File: config.mk
export PLATFORM = sky130hd
export DESIGN_NAME = fetch_unit
export DESIGN_NICKNAME = d
export VERILOG_FILES = /design/src/rtl/fetch_unit.sv
export SDC_FILE = /design/constraint.sdc
export NUM_CORES = 1
export LEC_CHECK = 0
export ABC_AREA = 1
export CORE_UTILIZATION = 35
export DETAILED_ROUTE_END_ITERATION = 8
export SETUP_SLACK_MARGIN = 0.05
export SKIP_CTS_REPAIR_TIMING = 1
export SYNTH_ARGS = -nofsm -noshare
export SYNTH_HDL_FRONTEND = slang
export SYNTH_SLANG_ARGS = --single-unit
File: constraint.sdc
create_clock -name clk -period 3 [get_ports clk]
set_input_delay 0.6 -clock clk [delete_from_list [all_inputs] [get_ports clk]]
set_output_delay 0.6 -clock clk [all_outputs]
set_load 0.005 [all_outputs]
File: src/rtl/fetch_unit.sv
// fetch_unit: instruction fetch stage feeding the decoder.
// Issues sequential PCs to imem, queues returned words, handles redirects.
// Ports:
//   clk, rst_n                    clock, async active-low reset
//   imem_req_valid/ready, addr    request channel (addr = fetch PC)
//   imem_rsp_valid, rsp_data      in-order responses, one per accepted request
//   redirect_valid, redirect_pc   taken branch/jump, flushes the stage
//   out_valid/ready, instr, pc    {instr, pc} handshake to the decoder
module fetch_unit #(
    parameter logic [31:0] RESET_PC = 32'h0000_0000,
    parameter int unsigned DEPTH    = 2
) (
    input  logic        clk,
    input  logic        rst_n,
    output logic        imem_req_valid,
    input  logic        imem_req_ready,
    output logic [31:0] imem_addr,
    input  logic        imem_rsp_valid,
    input  logic [31:0] imem_rsp_data,
    input  logic        redirect_valid,
    input  logic [31:0] redirect_pc,
    output logic        out_valid,
    input  logic        out_ready,
    output logic [31:0] out_instr,
    output logic [31:0] out_pc
);

    localparam int unsigned AW = $clog2(DEPTH);
    localparam int unsigned CW = AW + 1;

    typedef logic [CW-1:0] cnt_t;
    typedef logic [AW-1:0] ptr_t;

    localparam cnt_t DEPTH_C = cnt_t'(DEPTH);

    logic        run_q;
    logic [31:0] fetch_pc_q, fetch_pc_d;
    logic [31:0] rsp_pc_q, rsp_pc_d;
    cnt_t        count_q, count_d;
    cnt_t        outst_q, outst_d;
    cnt_t        discard_q, discard_d;
    ptr_t        rd_ptr_q, rd_ptr_d;
    ptr_t        wr_ptr_q, wr_ptr_d;
    logic [31:0] instr_q [DEPTH];
    logic [31:0] pc_q    [DEPTH];

    logic        req_fire;
    logic        rsp_ok;
    logic        rsp_drop;
    logic        push;
    logic        pop;
    cnt_t        outst_rsp;
    logic [CW:0] credit_used;
    logic [31:0] target_pc;
    logic        unused_redirect_lsbs;

    assign unused_redirect_lsbs = ^redirect_pc[1:0];
    assign target_pc = {redirect_pc[31:2], 2'b00};

    // Queued words plus words still in flight must fit in the FIFO,
    // so a response can always be pushed without checking for full.
    assign credit_used    = {1'b0, count_q} + {1'b0, outst_q};
    assign imem_req_valid = run_q && !redirect_valid
                          && (credit_used < {1'b0, DEPTH_C});
    assign imem_addr      = fetch_pc_q;
    assign req_fire       = imem_req_valid && imem_req_ready;

    // A response with nothing outstanding is a protocol error: ignored.
    assign rsp_ok   = imem_rsp_valid && (outst_q != '0);
    assign rsp_drop = rsp_ok && (discard_q != '0);
    assign push     = rsp_ok && !rsp_drop && !redirect_valid;

    assign out_valid = (count_q != '0) && !redirect_valid;
    assign pop       = out_valid && out_ready;
    assign out_instr = instr_q[rd_ptr_q];
    assign out_pc    = pc_q[rd_ptr_q];

    assign outst_rsp = outst_q - cnt_t'(rsp_ok);

    always_comb begin
        fetch_pc_d = fetch_pc_q;
        rsp_pc_d   = rsp_pc_q;
        rd_ptr_d   = rd_ptr_q;
        wr_ptr_d   = wr_ptr_q;
        outst_d    = outst_rsp + cnt_t'(req_fire);
        discard_d  = discard_q - cnt_t'(rsp_drop);
        count_d    = count_q + cnt_t'(push) - cnt_t'(pop);
        if (req_fire) begin
            fetch_pc_d = fetch_pc_q + 32'd4;
        end
        if (push) begin
            rsp_pc_d = rsp_pc_q + 32'd4;
            wr_ptr_d = wr_ptr_q + ptr_t'(1);
        end
        if (pop) begin
            rd_ptr_d = rd_ptr_q + ptr_t'(1);
        end
        if (redirect_valid) begin
            fetch_pc_d = target_pc;
            rsp_pc_d   = target_pc;
            count_d    = '0;
            rd_ptr_d   = wr_ptr_q;
            wr_ptr_d   = wr_ptr_q;
            // outstanding counts every word in flight, including ones
            // already marked for discard, so after a redirect all of
            // them are stale: discard becomes the whole in-flight count.
            discard_d  = outst_rsp;
        end
    end

    always_ff @(posedge clk or negedge rst_n) begin
        if (!rst_n) begin
            run_q      <= 1'b0;
            fetch_pc_q <= RESET_PC;
            rsp_pc_q   <= RESET_PC;
            count_q    <= '0;
            outst_q    <= '0;
            discard_q  <= '0;
            rd_ptr_q   <= '0;
            wr_ptr_q   <= '0;
        end else begin
            run_q      <= 1'b1;
            fetch_pc_q <= fetch_pc_d;
            rsp_pc_q   <= rsp_pc_d;
            count_q    <= count_d;
            outst_q    <= outst_d;
            discard_q  <= discard_d;
            rd_ptr_q   <= rd_ptr_d;
            wr_ptr_q   <= wr_ptr_d;
        end
    end

    always_ff @(posedge clk or negedge rst_n) begin
        if (!rst_n) begin
            for (int i = 0; i < int'(DEPTH); i++) begin
                instr_q[i] <= '0;
                pc_q[i]    <= RESET_PC;
            end
        end else if (push) begin
            instr_q[wr_ptr_q] <= imem_rsp_data;
            pc_q[wr_ptr_q]    <= rsp_pc_q;
        end
    end

endmodule

# Word level (Yosys, flattened, before mapping)
# Cells that the tools add are included.
[totals]
ff_bits = 201
in_bits = 70
word_cells = 66
out_inout_bits = 98
[op_classes]
bitwise_logic = 3
n_addsub = 10
n_reduce_logical = 19
order_cmp = 4
n_mux = 18
[ops]
columns = ["operator", "n"]
rows = [
  ["$mux 32", 11],
  ["$bwmux 64", 2],
  ["$add 32x3->32 const B", 2],
  ["$demux 32 s1", 1],
  ["$reduce_bool 2->1", 6],
  ["$logic_and 1x1->1", 10],
  ["$sub 2x1->2", 3],
  ["$add 2x1->2", 2],
  ["$ge 2x2->1 const B", 2],
  ["$mux 2", 2],
  ["$not 1->2", 2],
  ["$add 2x2->3", 1],
  ["$lt 3x2->1 const B", 1],
  ["$add 1x1->1 const B", 2],
  ["$logic_not 1->1", 2],
  ["$lt 2x1->1 const B", 1],
  ["$mux 1", 2],
  ["$reduce_and 2->1", 1],
  ["$not 1->1", 1],
]

# Logic depth before layout (Yosys ltp)
# Gate-level depths: netlist of the first run.
[logic_depth]
word_depth = 9
ltp_mapped = 12
depth_no_buf = 12

# Worst setup path before layout of the first run
# Ideal clock, no wire load.
[synth_path]
path_type = "register to output"
startpoint = "register rd_ptr_q"
endpoint = "output port out_pc[22]"
path_slack_ps = 1096
required_time_ps = 2400
path_stages_with_launch = 4
arrival_ps = 1304
path_buffers = 2
cell_sequence = "dfrtp_1 -> clkbuf_1 -> clkbuf_1 -> mux2_2"
[synth_between]
elab_chain_len = 4
[synth_rtl]
columns = ["element", "line", "text"]
rows = [
  ["start, declared", "42", "ptr_t rd_ptr_q, rd_ptr_d;"],
  ["start signal, assigned", "128", "rd_ptr_q <= rd_ptr_d;"],
  ["$not 1->2 (not written as such)", "76", "assign out_pc = pc_q[rd_ptr_q];"],
  ["$mux 32 (not written as such) (3 in a row)", "76", ""],
  ["end, declared", "25", "output logic [31:0] out_pc"],
]
# No other way between the ends. The select of a mux whose other input is x is not followed.

# Worst setup path in the final report of the first run
[layout_path]
startpoint = "register rd_ptr_q"
endpoint = "output port out_instr[22]"
[layout_between]
elab_chain_len = 4
[layout_rtl]
columns = ["element", "line", "text"]
rows = [
  ["$not 1->2 (not written as such)", "75", "assign out_instr = instr_q[rd_ptr_q];"],
  ["$mux 32 (not written as such) (3 in a row)", "75", ""],
  ["end, declared", "24", "output logic [31:0] out_instr,"],
]
# No other way between the ends. The select of a mux whose other input is x is not followed.

==> impl_results.md, run 1 <==
- Core Region: 27,900 µm²
- Port bufs: 161
- WP data arrival: 2.22 ns
- Fin crit share: 94.0%
- Start of the worst register-to-register path: outst_q[0]
- Util after Layout: 45.1%
- Post-DP Area: 12,000 µm²
- Max Transition Viols Final: 0
- # diodes: 0
- Number of synthesized flops with an enable pin: 0
- CTS H-tree depth: 4
- CTS sink cnt: 193
- Fill cell count: 2,782
- Fraction of registers with async set/reset: 100%
- Total iterations of the first detailed-routing run: 5
- Starting density of the core: 35.7%
- Pwr Density: 830 nW/µm²
- Routability congestion estimate: 0.885
- Drt wl/cell: 14.8 µm
- Initial antenna violation count: 0
- R2R Path End: imem_addr[8]
- Outcome: complete, no violations
- Leak Pwr: 0.00586 µW
- Post-route DRC: 0
- Cells after synthesis: 1,245
- Total CTS buffers: 17
- CTS tree: done
- Post-synthesis area per instance: 7.99 µm²
- Area contributors post-synth: dfrtp_1, nand2_1, mux2_2
- Fin. Hold Viols: 0
- Placement Setup Slack: 0.464 ns
- Initial DRC count: 651
- CP endpoint kind: output port
- RSZ-0062 raised after global routing: false
- FF-to-FF path depth: 12
- Top cell type's share of synthesized area: 48.5%
- Seq/Total Area, Yosys: 48.5%
- Die height: 171 µm
- Worst R2R Setup Slack: 0.70 ns
- Via count: 8,550
- Clk Latency, worst-skew pair: 0.43 ns
- IO Count: 168
- Area Overhead vs Synth: 26.1%
- Global route total overflow: 0
- Post-DP HPWL: 18.7 mm
- Worst-path clk slew: 0.08 ns
- Endpoints failing setup: 0
- Slew of the pin with the lowest slew margin: 0.582 ns
- Synth cell types: 37
- FF/Latch Area: 4830 µm²
- Register bit total from synthesis: 193
- Die area: 29,100 µm²
- Routed WL: 26.3 mm
- Pin count of the biggest net entering global routing: 125
- Setup ws final: 0.181 ns
- Multi-input gate area: 4360 µm²
- Vias in the first global route: 8,170
- Nets@finish: 1,465
- CTS Root Cell: clkbuf_16
- Bufs on Longest Clock Path: 2
- Sum Neg Setup Slack: 0 ns
- DRT antenna net count: 0
- First-pass GRT wire length: 42.5 mm
- Vias/cell: 4.81
- Maxcap violations: 0
- Final Cell Area: 12,600 µm²
- FP Rows: 61
- Period minus WS final: 2.82 ns
- CP required: 2.40 ns
- Relative max-transition margin: 61.2%
- Peak VDD IR: 0.476 mV
- HP Class: in -> async
- Die X: 171 µm
- Most used flip-flop cell after synthesis: dfrtp_1
- Yosys warning total: 0
- Fmax achieved: 355 MHz
- Worst Path Max Fanout: 20
- Crit path to: out_instr[22]
- Startpoint Class: register
- Mapped cell area: 9950 µm²
- WS Path Type: reg -> out
- Layout cells sized above 1: 8.65%
- Clk_skew: 0.00958 ns
- Crit path launch: rd_ptr_q
- Largest area contributor in the netlist: dfrtp_1
- Total track usage: 18.6%
## per-layer routing
metal / global-route usage [%] / routed length (µm) / up-vias
met5: 0 / 0 / -
met4: 3.60 / 217 / 0
met3: 3.68 / 1760 / 16
met2: 28.4 / 11200 / 265
met1: 27.2 / 13000 / 3965
li1: - / - / 4304
## kinds of logic (layout without fill, tap and decap cells)
| logic type | count (synthesis) | after routing | synth area share (%) |
|---|---|---|---|
| AND/OR/NAND/NOR | 575 | 575 | 23.3 |
| AO/OA/AOI/OAI | 210 | 210 | 11.3 |
| flip-flops | 193 | 193 | 48.5 |
| buffers and inverters | 187 | 338 | 7.93 |
| multiplexers | 62 | 62 | 7.01 |
| adder cells (fa/ha/maj) | 8 | 8 | 1.08 |
| XOR/XNOR | 8 | 8 | 0.704 |
| other | 2 | 5 | 0.0755 |
## where the power goes
group | total (µW) | internal [µW] | switching [µW]
Sequential | 4230 | 3570 | 665
Combinational | 3980 | 2230 | 1750
Clock | 2210 | 1100 | 1110
## placed cells by master (no fill, tap or decap), types with 2 or more instances in the layout
cell type / n
xnor2_1: 2
o21ai_1: 47
nand4_1: 5
conb_1: 5
inv_1: 127
clkdlybuf4s50_1: 159
buf_4: 7
o21ai_0: 95
a21oi_1: 41
clkinvlp_4: 2
inv_8: 2
clkinv_4: 2
nor2_1: 115
clkinv_1: 2
nand3_1: 88
a22oi_1: 3
inv_6: 3
xor2_1: 6
clkinv_8: 4
dfrtp_1: 192
inv_2: 2
o21bai_1: 3
buf_12: 8
nor3_1: 11
mux2_2: 62
o211ai_1: 11
o21ai_2: 3
clkbuf_16: 17
a31oi_1: 3
and2_1: 2
ha_1: 7
nand2_1: 350
## per-stage QoR
step | hold WS, ns | std cells | power (µW)
finish | 0.150 | 1777 | 10400
global route | 0.184 | 1777 | 11200
CTS | 0.177 | 1777 | 10500
detailed placement | 0.466 | 1746 | 8290
global placement | 0.460 | 1746 | 8210
floorplan | 0.304 | 1248 | 6270
## flip-flops by register name (all words and copies together) (netlist names)
signal / cells
run_q: 1
imem_addr: 30
rd_ptr_q: 1
rsp_pc_q: 30
count_q: 2
pc_q: 60
instr_q: 64
outst_q: 2
wr_ptr_q: 1
discard_q: 2
## final cells by class
cell class / instances / share of cell area, %
clock buffers: 17 / 3.39
clock inverters: 14 / 1.21
inverters: 131 / 3.92
multi-input cells: 868 / 34.7
flip-flops and latches: 193 / 38.5
well taps: 378 / 3.77
repair buffers: 176 / 14.5
## Yosys cell counts, types with 2 or more instances
library cell  count
a22oi_1           3
o21bai_1          3
o21ai_2           3
and2_1            2
buf_2            15
buf_6             7
dfrtp_1         193
ha_1              7
nand4_1           5
nor3_1           11
conb_1            2
xnor2_1           2
a21oi_1          41
o211ai_1         11
nand2_1         351
a31oi_1           3
o21ai_1          47
o21ai_0          95
nor2_1          115
inv_1           127
mux2_2           62
buf_4             4
clkinv_1          2
buf_1             2
inv_2             2
nand3_1          88
clkbuf_1         27
xor2_1            6
## worst min path at each step
stage                   to  slack (ns)  cells past startpoint   startpoint
5_1_grt        instr_q[29]        0.18                      1        rst_n
3_3_place_gp       pc_q[3]        0.46                      2      pc_q[3]
6_report       instr_q[29]        0.15                      1        rst_n
2_1_floorplan   count_q[0]        0.30                      0        rst_n
3_5_place_dp   instr_q[56]        0.47                      2  instr_q[56]
4_1_cts        instr_q[28]        0.18                      1        rst_n
## critical path, stage by stage (launching register included)
cell	delay (ns)
dfrtp_2	0.70
buf_12	0.24
mux2_2	0.34
clkdlybuf4s50_1	0.48
(Power assumes the default switching activity.)
==> run 2, diff against run 1 <==
--- a/config.mk
+++ b/config.mk
@@ -8,6 +8,7 @@
 export ABC_AREA = 1
 export CORE_UTILIZATION = 35
 export DETAILED_ROUTE_END_ITERATION = 8
+export GPL_TIMING_DRIVEN = 0
 export SETUP_SLACK_MARGIN = 0.05
 export SKIP_CTS_REPAIR_TIMING = 1
 export SYNTH_ARGS = -nofsm -noshare
==> run 2 against run 1 <==
Compared with the run above: sequential power about the same; first-iteration DRC count rose by 27%; clock power grew 4%; combinational power increased by 3%.
==> impl_results.md, run 2 (synthesis gave the netlist of run 1 again) <==
- Outcome: complete, no violations
- Slew of the pin with the lowest slew margin: 0.705 ns (+0.122 ns)
- FP Rows: 61 (unchanged)
- HP Class: in -> async
- Most common cell after layout, fill and taps aside: nand2_1
- CP endpoint kind: output port
- # diodes: 0 (unchanged)
- CP required: 2.40 ns (about the same)
- R2R Path End: imem_addr[10]
- Total CTS buffers: 17 (unchanged)
- IO Count: 168 (unchanged)
- Relative max-transition margin: 53.0% (-8.2 points)
- Worst hold margin: 0.0581 ns (-0.0916 ns)
- Final Cell Area: 12,700 µm² (+1.3%)
- Met2 Routed Length: 13.1 mm (+17%)
- Util after Layout: 45.6% (+0.57 points)
- Crit path to: out_valid
- Fin. Hold Viols: 0 (unchanged)
- WL met3: 2.08 mm (+18%)
- WL met1: 13.8 mm (+5.8%)
- Total iterations of the first detailed-routing run: 5 (unchanged)
- CTS Root Cell: clkbuf_16
- WP data arrival: 2.20 ns (-0.02 ns)
- Peak VDD IR: 0.277 mV (-42%)
- DRT antenna net count: 0 (unchanged)
- Die height: 171 µm (unchanged)
- Worst-path clk slew: 0.08 ns (about the same)
- Post-DP Area: 12,100 µm² (+1.1%)
- Via count: 8,927 (+4.4%)
- Drt wl/cell: 16.2 µm (+9.7%)
- FF-to-FF path depth: 11 (-1)
- Post-DP HPWL: 21.6 mm (+15%)
- Die X: 171 µm (unchanged)
- Fmax achieved: 357 MHz (+0.50%)
- Start of the worst register-to-register path: outst_q[0]
- Bufs on Longest Clock Path: 2 (unchanged)
- Global route total overflow: 0 (unchanged)
- CTS H-tree depth: 4 (unchanged)
- Vias in the first global route: 8,718 (+6.7%)
- Biggest regs: instr_q x64, pc_q x60
- Sum Neg Setup Slack: 0 ns (unchanged)
- Routed WL: 29.5 mm (+12%)
- Area Overhead vs Synth: 27.7%
- CTS sink cnt: 193 (unchanged)
- Leak Pwr: 0.00593 µW (+1.2%)
- Total track usage: 20.8% (+2.2 points)
- Fin crit share: 93.5% (-0.47 points)
- First-pass GRT wire length: 46.6 mm (+9.6%)
- Port bufs: 161 (unchanged)
- Initial antenna violation count: 0 (unchanged)
- Most frequent cells in the layout: nand2_1, dfrtp_1, clkdlybuf4s50_1
- Routability congestion estimate: 0.930 (+5.1%)
- Max Transition Viols Final: 0 (unchanged)
- Initial DRC count: 830 (+27%)
- Worst R2R Setup Slack: 0.44 ns (-0.26 ns)
- Pwr Density: 833 nW/µm² (+0.28%)
- Layout cells sized above 1: 9.58% (+0.93 points)
- Maxcap violations: 0 (unchanged)
- Largest register FFs: 64 (unchanged)
- Core Region: 27,900 µm² (unchanged)
- Max layer used: met4
- RSZ-0062 raised after global routing: false
- Nets@finish: 1,507 (+2.9%)
- Clk Latency, worst-skew pair: 0.43 ns (about the same)
- Endpoints failing setup: 0 (unchanged)
- Post-route DRC: 0 (unchanged)
- Pin count of the biggest net entering global routing: 72 (-42%)
- Worst Path Max Fanout: 10 (-50%)
- Period minus WS final: 2.80 ns (-0.0141 ns)
- Register with the most flip-flops: instr_q
- Startpoint Class: input pin
- Starting density of the core: 35.7% (unchanged)
- Die area: 29,100 µm² (unchanged)
- Crit path launch: redirect_valid
- Vias/cell: 4.91 (+2.0%)
- Clk_skew: 0.0109 ns (+0.00127 ns)
- CTS tree: done
- WS Path Type: in -> out
-- run 2: per-stage QoR --
stage | std cells | setup WS [ns] | total power, µW
2_1_floorplan | 1248 | 1.10 | 6270
3_3_place_gp | 1787 | -7.04 | 8260
3_5_place_dp | 1789 | 0.136 | 8340
4_1_cts | 1820 | -0.322 | 10700
5_1_grt | 1819 | 0.0869 | 11300
6_report | 1819 | 0.195 | 10600
-- run 2: worst min path at each step --
| stage | start | end | slack (ns) | depth (start not counted) |
|---|---|---|---|---|
| finish | rst_n | instr_q[26] | 0.06 | 1 |
| global route | rst_n | instr_q[26] | 0.08 | 1 |
| CTS | rst_n | instr_q[26] | 0.07 | 1 |
| detailed placement | pc_q[8] | pc_q[8] | 0.47 | 2 |
| global placement | pc_q[11] | pc_q[11] | 0.46 | 2 |
| floorplan | rst_n | count_q[0] | 0.30 | 0 |
-- run 2: worst max-delay path, cell delays in order --
cell	delay, ns
clkdlybuf4s50_1	0.60
clkbuf_1	0.40
nor2_1	0.14
clkdlybuf4s50_1	0.47
-- run 2: routing by layer --
metal  GRT usage [%]  up-vias
met3            3.68       29
met5               0        -
met2            32.6      333
li1                -     4380
met1            29.7     4185
met4            4.66        0
-- run 2: layout make-up --
| class | count | area, µm² |
|---|---|---|
| fillers | 2796 | 15100 |
| clock buffers | 17 | 425 |
| clock inverters | 14 | 169 |
| inverters | 131 | 492 |
| plain buffers | 55 | 302 |
| multi-input cells | 868 | 4350 |
| well taps | 378 | 473 |
| repair buffers | 163 | 1670 |
| flip-flops and latches | 193 | 4830 |
-- run 2: report_power, final --
group / switching (µW) / total, µW / internal, µW
combinational: 1870 / 4090 / 2220
sequential: 644 / 4210 / 3570
clock: 1160 / 2290 / 1120
total: 3680 / 10600 / 6910
==> run 3, diff against run 2 <==
--- a/config.mk
+++ b/config.mk
@@ -7,6 +7,7 @@
 export LEC_CHECK = 0
 export ABC_AREA = 1
 export CORE_UTILIZATION = 35
+export CTS_BUF_LIST = sky130_fd_sc_hd__clkbuf_4
 export DETAILED_ROUTE_END_ITERATION = 8
 export GPL_TIMING_DRIVEN = 0
 export SETUP_SLACK_MARGIN = 0.05
==> run 3 against run 2 <==
Compared with the run above: via count is essentially flat; routed wire length is essentially flat; die area is the same; critical endpoint is now out_pc[22]; critical path type is now reg -> out; final cell count grew 0.27%; largest cell class unchanged.
==> impl_results.md, run 3 (synthesis gave the netlist of run 1 again) <==
- Sum Neg Setup Slack: 0 ns (unchanged)
- Fin crit share: 96.5% (+3.0 points)
- Total track usage: 20.7% (-0.10 points)
- CP required: 2.40 ns (about the same)
- WP data arrival: 2.30 ns (+0.10 ns)
- CTS tree: done
- Routed WL: 29.5 mm (about the same)
- Worst hold margin: 0.452 ns (+0.394 ns)
- WS Path Type: reg -> out
- Endpoints failing setup: 0 (unchanged)
- Core Region: 27,900 µm² (unchanged)
- Starting density of the core: 35.7% (unchanged)
- Maxcap violations: 0 (unchanged)
- Peak VDD IR: 0.287 mV (+3.7%)
- FP Rows: 61 (unchanged)
- Routability congestion estimate: 0.930 (unchanged)
- First-pass GRT wire length: 46.2 mm (-0.83%)
- Port bufs: 161 (unchanged)
- Placed insts: 1,789 (unchanged)
- Outcome: complete, no violations
- HP Class: in -> async
- Vias in the first global route: 8,642 (-0.87%)
- CTS Root Cell: clkbuf_4
- Clk_skew: 0.0251 ns (+0.0142 ns)
- Drt wl/cell: 16.2 µm (-0.29%)
- Fmax achieved: 345 MHz (-3.1%)
- Pwr Density: 784 nW/µm² (-5.8%)
- Post-DP HPWL: 21.6 mm (unchanged)
- Fin. Hold Viols: 0 (unchanged)
- Post-route DRC: 0 (unchanged)
- Die height: 171 µm (unchanged)
- Leak Pwr: 0.00583 µW (-1.7%)
- Via count: 8,919 (-0.090%)
- Die area: 29,100 µm² (unchanged)
- Bufs on Longest Clock Path: 2 (unchanged)
- Most frequent cells in the layout: nand2_1, dfrtp_1, clkdlybuf4s50_1
- Max Transition Viols Final: 0 (unchanged)
- Initial antenna violation count: 1 (+1)
- Worst-path clk slew: 0.20 ns (+0.12 ns)
- CTS H-tree depth: 4 (unchanged)
- Total iterations of the first detailed-routing run: 5 (unchanged)
- Largest register FFs: 64 (unchanged)
- Final Non-Filler Cells: 1,824 (+0.27%)
- Die X: 171 µm (unchanged)
- Vias/cell: 4.89 (-0.36%)
- Most common cell after layout, fill and taps aside: nand2_1
- Pin count of the biggest net entering global routing: 72 (unchanged)
- Util after Layout: 44.7% (-0.90 points)
- Layout cells sized above 1: 9.97% (+0.39 points)
- CP endpoint kind: output port
- Register with the most flip-flops: instr_q
- Clk Latency, worst-skew pair: 0.61 ns (+0.18 ns)
- IO Count: 168 (unchanged)
- DRT antenna net count: 0 (unchanged)
- Nets@finish: 1,511 (+0.27%)
- Period minus WS final: 2.90 ns (+0.0906 ns)
- Global route total overflow: 0 (unchanged)
- Total CTS buffers: 17 (unchanged)
- CTS sink cnt: 193 (unchanged)
- RSZ-0062 raised after global routing: true
- Fill cell count: 2,820 (+0.86%)
- Startpoint Class: register
- Relative max-transition margin: 53.9% (+0.85 points)
- Biggest regs: instr_q x64, pc_q x60
- Area Overhead vs Synth: 25.2%
- Worst Path Max Fanout: 10 (unchanged)
- Initial DRC count: 761 (-8.3%)
- Slew of the pin with the lowest slew margin: 0.692 ns (-0.0128 ns)
run 3: worst max-delay path, stage by stage (launching register included):
cell	delay, ns
dfrtp_2	0.50
buf_2	0.33
mux2_2	0.38
clkdlybuf4s50_1	0.50
run 3: path summary, 6_finish.rpt:
| kind | from | to | slack [ns] | cells after the start |
|---|---|---|---|---|
| max | rd_ptr_q | out_pc[22] | 0.10 | 3 |
| min | rst_n | instr_q[26] | 0.45 | 2 |
| max reg2reg | outst_q[0] | outst_q[1] | 0.52 | 10 |
| min reg2reg | pc_q[3] | pc_q[3] | 0.50 | 2 |
| max in group asynchronous | rst_n | pc_q[23] | 1.44 | 4 |
| min in group clk | pc_q[3] | pc_q[3] | 0.50 | 2 |
run 3: cell type report:
type / count / area (µm²) / area share [%]
Sequential cell: 193 / 4830 / 38.8
Multi-Input combinational cell: 868 / 4350 / 34.9
Timing Repair Buffer: 167 / 1710 / 13.7
Inverter: 131 / 492 / 3.95
Tap cell: 378 / 473 / 3.80
Buffer: 55 / 304 / 2.44
Clock inverter: 14 / 169 / 1.36
Clock buffer: 17 / 128 / 1.02
Antenna cell: 1 / 2.50 / 0.0201
run 3: routing by layer:
metal	global-route usage [%]	vias to the layer above	wire, µm
li1	-	4377	-
met1	29.7	4209	14000
met2	32.3	305	13100
met3	3.82	28	2020
met4	4.15	0	424
met5	0	-	0
run 3: stage by stage:
step	area (µm²)	setup slack (ns)	total power, µW
floorplan	9960	1.10	6270
global placement	12000	-7.04	8260
detailed placement	12100	0.136	8340
CTS	12400	-0.508	9810
global route	12500	0.00741	10500
finish	12500	0.105	9770
run 3: power by group:
part | internal (µW) | leakage [µW] | switching (µW)
clock | 387 | 0.000154 | 1070
sequential | 3550 | 0.00240 | 641
combinational | 2240 | 0.00327 | 1880
total | 6180 | 0.00583 | 3590
